$ cat src/rtl/acorn_pkg.sv
// Shared types and constants for the ACORN seeding stage.
package acorn_pkg;

  localparam int SEED_W = 12;
  localparam logic [SEED_W-1:0] SEED_DEFAULT = 12'hACE;

  localparam logic [1:0] SEL_GPIO  = 2'b00;
  localparam logic [1:0] SEL_LA    = 2'b01;
  localparam logic [1:0] SEL_FB    = 2'b10;
  localparam logic [1:0] SEL_CONST = 2'b11;

  typedef enum logic [1:0] {
    IDLE   = 2'd0,
    RST_PH = 2'd1,
    LOAD   = 2'd2,
    WARMUP = 2'd3
  } state_e;

  // An all-zero seed would lock the PRNG, so substitute the default.
  function automatic logic [SEED_W-1:0] zero_guard(input logic [SEED_W-1:0] seed);
    return (seed == {SEED_W{1'b0}}) ? SEED_DEFAULT : seed;
  endfunction

endpackage

$ cat src/rtl/acorn_seed_ctrl_if.sv
// Seed sources, load request and PRNG control outputs of the seeding stage.
interface acorn_seed_ctrl_if;
  import acorn_pkg::*;

  logic              load_i;
  logic [1:0]        select_i;
  logic [SEED_W-1:0] gpio_seed_i;
  logic [SEED_W-1:0] la_seed_i;
  logic [SEED_W-1:0] prng_out_i;
  logic [SEED_W-1:0] seed_o;
  logic              seed_load_o;
  logic              prng_rst_o;
  logic              ready_o;
  logic              overrun_o;

  modport master (
    output load_i, select_i, gpio_seed_i, la_seed_i, prng_out_i,
    input  seed_o, seed_load_o, prng_rst_o, ready_o, overrun_o
  );

  modport slave (
    input  load_i, select_i, gpio_seed_i, la_seed_i, prng_out_i,
    output seed_o, seed_load_o, prng_rst_o, ready_o, overrun_o
  );

endinterface

$ cat src/rtl/acorn_sync_edge.sv
// Two-flop synchroniser for an asynchronous level plus a rising-edge detector
// built on a third flop; the pulse is one cycle wide.
module acorn_sync_edge (
  input  logic clk,
  input  logic rst,
  input  logic async_in,
  output logic rise_s
);

  logic s1_r;
  logic s2_r;
  logic s3_r;

  // Synchroniser chain and edge-history flop.
  always_ff @(posedge clk) begin
    if (rst) begin
      s1_r <= 1'b0;
      s2_r <= 1'b0;
      s3_r <= 1'b0;
    end else begin
      s1_r <= async_in;
      s2_r <= s1_r;
      s3_r <= s2_r;
    end
  end

  assign rise_s = s2_r & ~s3_r;

endmodule

$ cat src/rtl/acorn_seed_ctrl.sv
// Seeding controller for the ACORN PRNG: picks a seed source, and sequences
// PRNG reset, a one-cycle seed load and warm-up for every reseed request.
module acorn_seed_ctrl
  import acorn_pkg::*;
#(
  parameter int RST_CYCLES    = 4,
  parameter int WARMUP_CYCLES = 16
) (
  input  logic              wb_clk_i,
  input  logic              wb_rst_i,
  acorn_seed_ctrl_if.slave  bus
);

  localparam int MAX_CYC = (RST_CYCLES > WARMUP_CYCLES) ? RST_CYCLES : WARMUP_CYCLES;
  localparam int CNT_W   = $clog2(MAX_CYC + 1);
  localparam logic [CNT_W-1:0] RST_LAST  = CNT_W'(RST_CYCLES - 1);
  localparam logic [CNT_W-1:0] WARM_LAST = CNT_W'((WARMUP_CYCLES > 0) ? (WARMUP_CYCLES - 1) : 0);

  state_e            state_r;
  state_e            state_s;
  logic [CNT_W-1:0]  cnt_r;
  logic [CNT_W-1:0]  cnt_s;
  logic [SEED_W-1:0] seed_r;
  logic [SEED_W-1:0] seed_s;
  logic [SEED_W-1:0] mux_seed_s;
  logic              ovr_r;
  logic              ovr_s;
  logic              prng_rst_r;
  logic              seed_load_r;
  logic              ready_r;
  logic              load_rise_s;

  acorn_sync_edge u_sync (
    .clk      (wb_clk_i),
    .rst      (wb_rst_i),
    .async_in (bus.load_i),
    .rise_s   (load_rise_s)
  );

  // Seed source selection.
  always_comb begin
    mux_seed_s = SEED_DEFAULT;
    case (bus.select_i)
      SEL_GPIO:  mux_seed_s = bus.gpio_seed_i;
      SEL_LA:    mux_seed_s = bus.la_seed_i;
      SEL_FB:    mux_seed_s = bus.prng_out_i;
      SEL_CONST: mux_seed_s = SEED_DEFAULT;
      default:   mux_seed_s = SEED_DEFAULT;
    endcase
  end

  // Next-state, seed latch, overrun and counter logic.
  always_comb begin
    state_s = state_r;
    seed_s  = seed_r;
    ovr_s   = ovr_r;
    cnt_s   = {CNT_W{1'b0}};
    case (state_r)
      IDLE: begin
        if (load_rise_s) begin
          state_s = RST_PH;
          seed_s  = zero_guard(mux_seed_s);
        end else begin
          state_s = IDLE;
        end
      end
      RST_PH: begin
        if (cnt_r == RST_LAST) state_s = LOAD;
        else                   state_s = RST_PH;
      end
      LOAD: begin
        if (WARMUP_CYCLES == 0) state_s = IDLE;
        else                    state_s = WARMUP;
      end
      WARMUP: begin
        if (cnt_r == WARM_LAST) state_s = IDLE;
        else                    state_s = WARMUP;
      end
      default: state_s = RST_PH;
    endcase

    // A request outside IDLE is dropped but remembered until reset.
    if (load_rise_s && (state_r != IDLE)) ovr_s = 1'b1;
    else                                   ovr_s = ovr_r;

    if ((state_s != state_r) || (state_r == IDLE) || (state_r == LOAD)) cnt_s = {CNT_W{1'b0}};
    else                                                                cnt_s = cnt_r + CNT_W'(1'b1);
  end

  // State register and registered outputs decoded from the next state.
  always_ff @(posedge wb_clk_i) begin
    if (wb_rst_i) begin
      state_r     <= RST_PH;
      cnt_r       <= {CNT_W{1'b0}};
      seed_r      <= SEED_DEFAULT;
      ovr_r       <= 1'b0;
      prng_rst_r  <= 1'b1;
      seed_load_r <= 1'b0;
      ready_r     <= 1'b0;
    end else begin
      state_r     <= state_s;
      cnt_r       <= cnt_s;
      seed_r      <= seed_s;
      ovr_r       <= ovr_s;
      prng_rst_r  <= (state_s == RST_PH);
      seed_load_r <= (state_s == LOAD);
      ready_r     <= (state_s == IDLE);
    end
  end

  assign bus.seed_o      = seed_r;
  assign bus.seed_load_o = seed_load_r;
  assign bus.prng_rst_o  = prng_rst_r;
  assign bus.ready_o     = ready_r;
  assign bus.overrun_o   = ovr_r;

endmodule

$ cat src/flat_wrapper.sv
// flat-port wrapper written by rule: the top's interface ports become plain ports
module acorn_seed_ctrl_flat import acorn_pkg::*;
#(
  parameter int RST_CYCLES    = 4,
  parameter int WARMUP_CYCLES = 16
)
  (wb_clk_i, wb_rst_i, bus_load_i, bus_select_i, bus_gpio_seed_i, bus_la_seed_i, bus_prng_out_i, bus_seed_o, bus_seed_load_o, bus_prng_rst_o, bus_ready_o, bus_overrun_o);
  acorn_seed_ctrl_if bus_i ();
  input  logic wb_clk_i;
  input  logic wb_rst_i;
  input wire logic [$bits(bus_i.load_i)-1:0] bus_load_i;
  input wire logic [$bits(bus_i.select_i)-1:0] bus_select_i;
  input wire logic [$bits(bus_i.gpio_seed_i)-1:0] bus_gpio_seed_i;
  input wire logic [$bits(bus_i.la_seed_i)-1:0] bus_la_seed_i;
  input wire logic [$bits(bus_i.prng_out_i)-1:0] bus_prng_out_i;
  output wire logic [$bits(bus_i.seed_o)-1:0] bus_seed_o;
  output wire logic [$bits(bus_i.seed_load_o)-1:0] bus_seed_load_o;
  output wire logic [$bits(bus_i.prng_rst_o)-1:0] bus_prng_rst_o;
  output wire logic [$bits(bus_i.ready_o)-1:0] bus_ready_o;
  output wire logic [$bits(bus_i.overrun_o)-1:0] bus_overrun_o;
  assign bus_i.load_i = bus_load_i;
  assign bus_i.select_i = bus_select_i;
  assign bus_i.gpio_seed_i = bus_gpio_seed_i;
  assign bus_i.la_seed_i = bus_la_seed_i;
  assign bus_i.prng_out_i = bus_prng_out_i;
  assign bus_seed_o = bus_i.seed_o;
  assign bus_seed_load_o = bus_i.seed_load_o;
  assign bus_prng_rst_o = bus_i.prng_rst_o;
  assign bus_ready_o = bus_i.ready_o;
  assign bus_overrun_o = bus_i.overrun_o;
  acorn_seed_ctrl #(.RST_CYCLES(RST_CYCLES), .WARMUP_CYCLES(WARMUP_CYCLES)) u_core (.wb_clk_i(wb_clk_i), .wb_rst_i(wb_rst_i), .bus(bus_i));
endmodule
$ cat config.mk
export PLATFORM = sky130hd
export DESIGN_NAME = acorn_seed_ctrl_flat
export DESIGN_NICKNAME = d
export VERILOG_FILES = /design/src/rtl/acorn_pkg.sv /design/src/rtl/acorn_seed_ctrl_if.sv /design/src/rtl/acorn_sync_edge.sv /design/src/rtl/acorn_seed_ctrl.sv /design/src/flat_wrapper.sv
export SDC_FILE = /design/constraint.sdc
export NUM_CORES = 1
export LEC_CHECK = 0
export CAP_MARGIN = 20
export CORE_AREA = 2 2 62 64
export CTS_BUF_LIST = sky130_fd_sc_hd__clkbuf_16
export DETAILED_ROUTE_END_ITERATION = 16
export DIE_AREA = 0 0 64 66
export PLACE_DENSITY = 0.73
export SYNTH_ARGS = -nofsm -noshare
export SYNTH_HDL_FRONTEND = slang
export SYNTH_HIERARCHICAL = 1
export SYNTH_SLANG_ARGS = --single-unit
$ cat constraint.sdc
create_clock -name wb_clk_i -period 1.6 [get_ports wb_clk_i]
set_input_delay 0.24 -clock wb_clk_i [delete_from_list [all_inputs] [get_ports wb_clk_i]]
set_output_delay 0.24 -clock wb_clk_i [all_outputs]
set_load 0.01 [all_outputs]
==> results.cfg, run 1 <==
[worst_setup_path]
critical_path_buf_inv_count = 1
crit_arrival_ns = 1.71
path_class = input port to register
required_ns = 1.79
cp_max_fanout = 6
crit_path_cell_trace = clkdlybuf4s50_1 -> mux2_2 -> o22a_1 -> nor4_4 -> a31oi_4 -> nand2_1
cpPeakStageDelay_ns = 0.40
crit_path_end_kind = register
start_kind = input port
critical-path-top-delay-family = simple AND/OR/NAND/NOR gates
worst_path_max_delay_cell = clkdlybuf4s50_1

[yosys]
synth_top_family_by_area = simple AND/OR/NAND/NOR gates
ys_async_sr_fraction_pct = 0
synthDominantCellAreaShare_pct = 41.6
leading_cell_type_by_number_of_instances_after_synthesis = dfxtp_1
synth_compound_gate_area_share_pct = 13.3
netlist-cell-type-count = 37
yosys-top-cells-count = dfxtp_1, mux2i_1, nor2_1
syn_area_per_cell_um2 = 9.86
synthSimpleGateAreaFrac_pct = 19.4
synthesis.area_um2 = 1250
yosys_warnings = 6
yosys.area_share.adder_pct = 2.00
share_of_the_yosys_chip_area_belonging_to_registers_pct = 41.6
netlist_instances = 127
post_synth_main_area_contributors = dfxtp_1, mux2i_1, mux2_2
synth-xor-area-share_pct = 1.40
synthFlopType = dfxtp_1
netlist.top_cell.by_area = dfxtp_1
synth_enable_flop_cells = 0
muxShareOfSynthArea_pct = 18.1
synth_seq_cells = 26
postSynthNetCount = 170

[die]
core_um2 = 3550
std_cell_rows = 22
die_h_um = 66
fp.dieW_um = 64
die-area_um2 = 4220
initial_core_util_pct = 35.3
boundaryPins = 57

[clock_network]
clk_pin_slew_worst_paths_ns = 0.06
numClockSinks = 26
htree_num_levels = 1
cts-buffers-inserted = 3
cts_hold_buffers_added = 0
clock_path_buffers = 2
worst_skew_late_latency_ns = 0.25
cts_root_buf = clkbuf_16
cts_tree = yes

[placed_design]
numPortBuffers = 56
dp_hpwl_mm = 2.52
routability_congestion_estimate_from_global_placement = 0.780
detailed_place.area_um2 = 1970

[finish]
area_of_the_multi_input_gates_um2 = 738
syn_to_final_growth_pct = 69.2
final_net_count = 242
drive_above_1_share_pct = 21.2
fill_cells = 297
postLayoutCellArea_um2 = 2120
insertedDiodeCount = 0
storage_element_area_um2 = 520

[sta]
setup_total_negative_slack_ns = 0
max_clock_freq_mhz = 660
finalSetupViolCount = 0
slew_viol_final = 0
finalHoldViolations = 0
rsz0062_at_grt = no
final.setup_skew_ns = 0.00296
fin_crit_ns = 1.52
slew-limit-headroom_pct = 72.9
fin_crit_sh_pct = 94.8
worst_pin_slew_ns = 0.406

[pwr]
power.clock.fraction_pct = 32.9
design_power_total_mw = 1.60
swShare_pct = 22.3
cellInternalPower_mw = 1.24
p_sw_mw = 0.357
power_per_cell_area_nw_per_um2 = 755
p_comb_share_pct = 23.1
share_seq_of_total_power_pct = 44.1
total_leakage_power_nw = 0.824
vdd_drop_max_mv = 0.505

[drt]
via_count = 1196
drc = 0
drt-vias-per-instance = 4.86
detail_route.wl_per_cell_um = 13.2
initialDrtViolationCount = 36
remaining_antenna_violation_count = 0
wirelength_mm = 3.25
first_pass_iters = 4

[global_route]
grt_max_degree = 16
antenna_found_initial = 0
grt_use_total_pct = 15.2
grt_first_pass_wirelength_mm = 5.08
first_global_vias = 1148
gr-total-overflow = 0

[job]
timing.max_cap.violations = 0

[min_path]
timing.hold.worst.class = register to register

[run_status]
run_status = finished, final reports clean
==> cell families (layout without fill, tap and decap cells) <==
kind of cell               count (synthesis)  in the layout
AOI/OAI and AO/OA                         23             23
buffers and inverters                     11             82
DFF                                       26             26
muxes                                     21             21
xor gates and xnor gates                   2              2
and+or+nand+nor                           42             42
adders and majority gates                  2              2
==> sequential cells by signal, indices dropped and copies added (netlist names) <==
name,cells
u_core/bus.seed_o,12
u_core/cnt_r,5
u_core/state_r,2
u_core/bus.overrun_o,1
u_core/bus.prng_rst_o,1
u_core/bus.ready_o,1
u_core/bus.seed_load_o,1
u_core/u_sync/s1_r,1
u_core/u_sync/s2_r,1
u_core/u_sync/s3_r,1
==> power groups by stage <==
stage	combinational [mW]	sequential (mW)	clock, mW
2_1_floorplan	0.148	0.722	0
3_3_place_gp	0.342	0.715	0
3_5_place_dp	0.350	0.717	0
4_1_cts	0.358	0.703	0.544
5_1_grt	0.400	0.709	0.567
6_report	0.369	0.705	0.526
==> cell type report <==
type,instances,area share (%)
Multi-Input combinational cell,90,34.8
Timing Repair Buffer,74,33.4
Sequential cell,26,24.6
Clock buffer,3,3.54
Tap cell,48,2.83
Inverter,4,0.708
Clock inverter,1,0.177
==> worst register-to-register path: cells and delay by family, from the launching register on <==
kind / cells / cell delay (ns)
AO/OA/AOI/OAI: 1 / 0.15
flip-flops: 1 / 0.33
AND/OR/NAND/NOR: 5 / 0.95
==> worst paths after layout <==
kind / start / to / slack [ns] / cells past startpoint
setup reg to reg: u_core/u_sync/s2_r / u_core/bus.seed_o[11] / 0.11 / 6
setup / recovery: bus_gpio_seed_i[6] / u_core/bus.seed_o[3] / 0.08 / 6
hold / removal: u_core/u_sync/s1_r / u_core/u_sync/s2_r / 0.43 / 1
hold reg to reg: u_core/u_sync/s1_r / u_core/u_sync/s2_r / 0.43 / 1
==> per-layer routing <==
layer	vias up	part of all wire (%)	global-route usage [%]
li1	596	-	-
met1	547	43	17.2
met2	51	48	28.6
met3	2	8.2	3.58
met4	0	0.37	3.26
met5	-	0	0
==> what timing repair did <==
| item | in CTS | in global routing |
|---|---|---|
| setup buffers | 1 | 1 |
| endpoints found under the setup margin | 8 | 14 |
| pin swaps | 2 | 8 |
| resized for setup | 8 | 10 |
| endpoints found under the hold margin | 0 | 0 |
==> metrics by stage <==
| step | util (%) | instances | worst slack, ns | hold slack (ns) |
|---|---|---|---|---|
| after global routing | 59.7 | 246 | 0.00255 | 0.469 |
| after CTS | 58.4 | 245 | 0.0193 | 0.438 |
| after floorplan | - | 127 | 0.0653 | 0.312 |
| after global placement | 55.4 | 240 | -0.520 | 0.425 |
| final | 59.7 | 246 | 0.0840 | 0.435 |
| after detailed placement | 55.4 | 240 | -0.542 | 0.424 |
==> cells in the final DEF (no fill, tap or decap), drive strengths merged, types with 3 or more instances in the layout <==
cell type / count
clkbuf: 3
clkdlybuf4s50: 52
o22a: 4
buf: 19
nor2b: 4
inv: 4
nor2: 12
nand2: 10
dfxtp: 26
o21ai: 5
o2bb2ai: 4
mux2i: 14
mux2: 7
a21oi: 3
o22ai: 3
(Power assumes the default switching activity.)
==> run 2, diff against run 1 <==
Clock period 1.6 ns to 1.3 ns, I/O delays scaled along.
==> results.cfg, run 2 (same netlist as run 1, synthesis figures left out) <==
[clock_network]
numClockSinks = 26
clock_path_buffers = 2
cts_tree = yes
cts_hold_buffers_added = 0
htree_num_levels = 1
cts-buffers-inserted = 3
clk_pin_slew_worst_paths_ns = 0.06
cts_root_buf = clkbuf_16
worst_skew_late_latency_ns = 0.25

[finish]
drive_above_1_share_pct = 33.6
final_net_count = 256
largest_register_ffs = 12
fin_util_pct = 65.8
fill_cells = 264
syn_to_final_growth_pct = 86.4
insertedDiodeCount = 0
most-common-layout-cells = clkdlybuf4s50_1, buf_4, dfxtp_1
postLayoutCellArea_um2 = 2330
final_common_cell = clkdlybuf4s50_1

[sta]
fin_crit_sh_pct = 114
finalHoldViolations = 0
worst_pin_slew_ns = 0.330
slew_viol_final = 0
finalSetupViolCount = 17
slew-limit-headroom_pct = 77.8
rsz0062_at_grt = yes
final_setup_slack_of_the_worst_path_ns = -0.179
final.setup_skew_ns = 0.00319
setup_total_negative_slack_ns = -1.45
max_clock_freq_mhz = 676
fin_crit_ns = 1.48

[worst_setup_path]
cpPeakStageDelay_ns = 0.41
worst_path_max_delay_cell = clkdlybuf4s50_1
crit_arrival_ns = 1.67
start_kind = input port
path_class = input port to register
cp_max_fanout = 6
critical_path_buf_inv_count = 1
critical-path-top-delay-family = simple AND/OR/NAND/NOR gates
required_ns = 1.49
crit_path_cell_trace = clkdlybuf4s50_1 -> mux2_4 -> o22a_4 -> nor4_4 -> a31oi_4 -> nand2_1
crit_path_end_kind = register

[die]
die-area_um2 = 4220
initial_core_util_pct = 35.3
die_h_um = 66
core_um2 = 3550
std_cell_rows = 22
boundaryPins = 57
fp.dieW_um = 64

[drt]
initialDrtViolationCount = 53
first_pass_iters = 4
detail_route.wl_per_cell_um = 14.5
remaining_antenna_violation_count = 0
wirelength_mm = 3.76
drt-vias-per-instance = 4.87
via_count = 1261
drc = 0

[job]
timing.max_cap.violations = 0

[global_route]
gr-total-overflow = 0
grt_max_degree = 16
antenna_found_initial = 0
grt_first_pass_wirelength_mm = 5.98
first_global_vias = 1359
grt_use_total_pct = 17.5

[pwr]
total_leakage_power_nw = 0.959
power_per_cell_area_nw_per_um2 = 886
design_power_total_mw = 2.07
vdd_drop_max_mv = 0.909

[placed_design]
dp_hpwl_mm = 2.61
detailed_place.area_um2 = 2010
numPortBuffers = 56
routability_congestion_estimate_from_global_placement = 0.799

[min_path]
timing.hold.worst.class = register to register

[run_status]
run_status = complete, but fails checks
violated_checks = negative setup slack
==> run 2: stage by stage <==
stage,worst slack [ns],cells,hold WS [ns]
after floorplan,-0.144,127,0.267
after global placement,-0.776,245,0.429
after detailed placement,-0.847,245,0.432
after CTS,-0.202,257,0.443
after global routing,-0.254,259,0.470
final,-0.179,259,0.444
==> run 2: power by group <==
part / internal, mW / switching (mW) / leakage (nW)
registers: 0.846 / 0.0360 / 0.212
clock network: 0.406 / 0.241 / 0.0370
logic: 0.334 / 0.205 / 0.710
==> run 2: area by class of cell <==
| type | instances | area [um^2] | share of cell area (%) |
|---|---|---|---|
| Multi-Input combinational cell | 90 | 842 | 36.1 |
| Tap cell | 48 | 60.1 | 2.57 |
| Timing Repair Buffer | 88 | 818 | 35.0 |
| Sequential cell | 26 | 524 | 22.5 |
| Clock buffer | 3 | 75.1 | 3.22 |
| Inverter | 4 | 15.0 | 0.643 |
==> run 2: timing repair <==
item | 4_1_cts | 5_1_grt
pin swaps | 21 | 12
buffers inserted | 9 | 2
setup endpoints to repair | 35 | 23
gates resized for setup | 48 | 12
hold endpoints to repair | 0 | 0
==> run 2: path summary, 6_finish.rpt <==
path	endpoint	depth (start not counted)	from	slack [ns]
setup / recovery	u_core/bus.seed_o[1]	6	bus_gpio_seed_i[9]	-0.18
hold / removal	u_core/u_sync/s2_r	1	u_core/u_sync/s1_r	0.44
setup reg to reg	u_core/bus.seed_o[1]	6	u_core/u_sync/s2_r	-0.12
hold reg to reg	u_core/u_sync/s2_r	1	u_core/u_sync/s1_r	0.44
==> run 2: metal layers <==
| layer | vias up | part of all wire, % | global-route usage, % | wire (um) |
|---|---|---|---|---|
| li1 | 623 | - | - | - |
| met1 | 582 | 42 | 18.8 | 1560 |
| met2 | 54 | 50 | 34.0 | 1890 |
| met3 | 2 | 7.8 | 3.92 | 293 |
| met4 | 0 | 0.35 | 4.89 | 13 |
| met5 | - | 0 | 0 | 0 |
==> run 3, diff against run 2 <==
Settings changed: ABC_AREA from default to 1, CORE_AREA 2 2 62 64 to 2 2 52 54, DIE_AREA 0 0 64 66 to 0 0 54 56, DONT_BUFFER_PORTS from default to 1, PLACE_DENSITY 0.73 to 0.71.
==> results.cfg, run 3 <==
[global_route]
grt_max_degree = 15
gr-total-overflow = 0
first_global_vias = 1066
grt_use_total_pct = 18.0
grt_first_pass_wirelength_mm = 4.22
antenna_found_initial = 0

[drt]
drt-vias-per-instance = 5.02
m1WireLength_mm = 1.04
first_pass_iters = 5
detail_route.wl_per_cell_um = 10.9
wirelength_mm = 2.56
top_signal_layer_used = met4
met3RoutedLength_um = 207
initialDrtViolationCount = 15
wl_met2_mm = 1.28
via_count = 1179
drc = 0
remaining_antenna_violation_count = 0

[yosys]
syn_area_per_cell_um2 = 6.45
yosys-top-cells-count = nand2_1, dfxtp_1, inv_1
ys_async_sr_fraction_pct = 0
muxShareOfSynthArea_pct = 0
synth_top_family_by_area = simple AND/OR/NAND/NOR gates
synthDominantCellAreaShare_pct = 40.0
synth_enable_flop_cells = 0
leading_cell_type_by_number_of_instances_after_synthesis = nand2_1
synthSimpleGateAreaFrac_pct = 36.8
yosys.area_share.adder_pct = 1.92
netlist.top_cell.by_area = dfxtp_1
synth_compound_gate_area_share_pct = 9.13
synthesis.area_um2 = 1300
synth-xor-area-share_pct = 0.672
share_of_the_yosys_chip_area_belonging_to_registers_pct = 40.0
netlist_instances = 202
synthFlopType = dfxtp_1
netlist-cell-type-count = 22
postSynthNetCount = 245
synth_seq_cells = 26
yosys_warnings = 6
post_synth_main_area_contributors = dfxtp_1, nand2_1, nand3_1

[sta]
fin_crit_sh_pct = 106
max_clock_freq_mhz = 729
final.setup_skew_ns = 0.00212
finalSetupViolCount = 5
setup_total_negative_slack_ns = -0.299
fin_crit_ns = 1.37
slew_viol_final = 0
rsz0062_at_grt = yes
worst_pin_slew_ns = 0.293
finalHoldViolations = 0
final_setup_slack_of_the_worst_path_ns = -0.0720
slew-limit-headroom_pct = 80.4

[placed_design]
numPortBuffers = 0
placed_cells = 229
dp_hpwl_mm = 2.04
routability_congestion_estimate_from_global_placement = 0.668
pre_cts_ws_ns = -0.0738

[clock_network]
cts-buffers-inserted = 3
clk_pin_slew_worst_paths_ns = 0.06
htree_num_levels = 1
numClockSinks = 26
clock_path_buffers = 2
worst_skew_late_latency_ns = 0.25
cts_tree = yes
cts_root_buf = clkbuf_16

[worst_setup_path]
crit_arrival_ns = 1.51
required_ns = 1.43
r2r-end = u_core/cnt_r[0]
reg2reg_slack_ns = -0.07
r2r_start = u_core/cnt_r[1]
start_kind = register
cp_max_fanout = 5
path_class = register to register
crit_path_end_kind = register
worst-r2r-cell-count = 7

[finish]
final-instance-count-excl-fill = 235
most-common-layout-cells = nand2_1, inv_1, nor2_1, dfxtp_1, nand3_1
final_common_cell = nand2_1
largest_register_ffs = 12
fin_util_pct = 60.2
drive_above_1_share_pct = 11.2
fill_cells = 225
insertedDiodeCount = 0
syn_to_final_growth_pct = 12.4
final_net_count = 249

[die]
fp.dieW_um = 54
die-area_um2 = 3020
initial_core_util_pct = 53.5
core_um2 = 2430
std_cell_rows = 18
boundaryPins = 57
die_h_um = 56

[run_status]
run_status = complete, but fails checks
violated_checks = negative setup slack

[min_path]
hold_depth = 1
min_to = u_core/u_sync/s3_r
timing.hold.worst.start = wb_rst_i
timing.hold.worst.class = input port to register

[pwr]
power_per_cell_area_nw_per_um2 = 1380
total_leakage_power_nw = 0.671
vdd_drop_max_mv = 1.21

[job]
timing.max_cap.violations = 0
run 3: logic make-up (layout without fill, tap and decap cells):
group | count (synthesis) | count (layout)
AOI/OAI and AO/OA | 23 | 23
xor gates and xnor gates | 1 | 1
adders and majority gates | 2 | 2
buffers and inverters | 34 | 37
DFF | 26 | 26
and+or+nand+nor | 116 | 116
run 3: layout make-up:
type,instances,area [um^2],area share (%)
inverter,28,108,7.35
clock buffer,3,75.1,5.13
sequential,26,523,35.7
clock inverter,1,3.75,0.256
timing repair buffer,5,40.0,2.74
tap,30,37.5,2.56
multi-input combinational,142,677,46.2
run 3: worst max path at each step:
stage / start / to / slack, ns / cells past startpoint
6_report: u_core/cnt_r[1] / u_core/cnt_r[0] / -0.07 / 7
5_1_grt: u_core/cnt_r[1] / u_core/cnt_r[0] / -0.16 / 7
4_1_cts: u_core/cnt_r[1] / u_core/cnt_r[0] / -0.06 / 7
3_5_place_dp: u_core/cnt_r[1] / u_core/cnt_r[2] / -0.07 / 7
3_3_place_gp: u_core/cnt_r[1] / u_core/cnt_r[2] / -0.02 / 7
2_1_floorplan: u_core/cnt_r[1] / u_core/cnt_r[2] / 0.03 / 7
run 3: report_power, final:
part           internal [mW]  total (mW)  switching, mW  leakage (nW)
clock                  0.410       0.645          0.235        0.0385
combinational          0.167       0.382          0.215         0.420
sequential             0.901        1.00          0.100         0.212
total                   1.48        2.03          0.550         0.671
run 3: repair_timing:
item,in CTS,in global routing
pin swaps,5,3
buffers inserted,1,0
setup endpoints to repair,5,7
gates resized for setup,0,2
gates cloned,0,0
hold buffers,0,1
hold endpoints to repair,0,2
run 3: through the flow:
stage	total power [mW]	area [um^2]	hold WS [ns]
floorplan	1.29	1340	0.266
global placement	1.34	1350	0.266
detailed placement	1.37	1350	0.270
CTS	2.02	1440	0.00335
global route	2.15	1460	-0.0000252
finish	2.03	1460	0.00893
run 3: worst max-delay path: stages, from the launching register on:
cell and delay [ns]:
dfxtp_2 0.35, ha_4 0.15, inv_2 0.04, nor3_2 0.11, ha_2 0.20, a21oi_2 0.07
o2111ai_4 0.26, nor2_1 0.08
run 3: per-layer routing:
metal  global-route usage [%]  up-vias
li1                         -      638
met1                     22.1      495
met2                     30.1       44
met3                     3.76        2
met4                     6.43        0
met5                        0        -
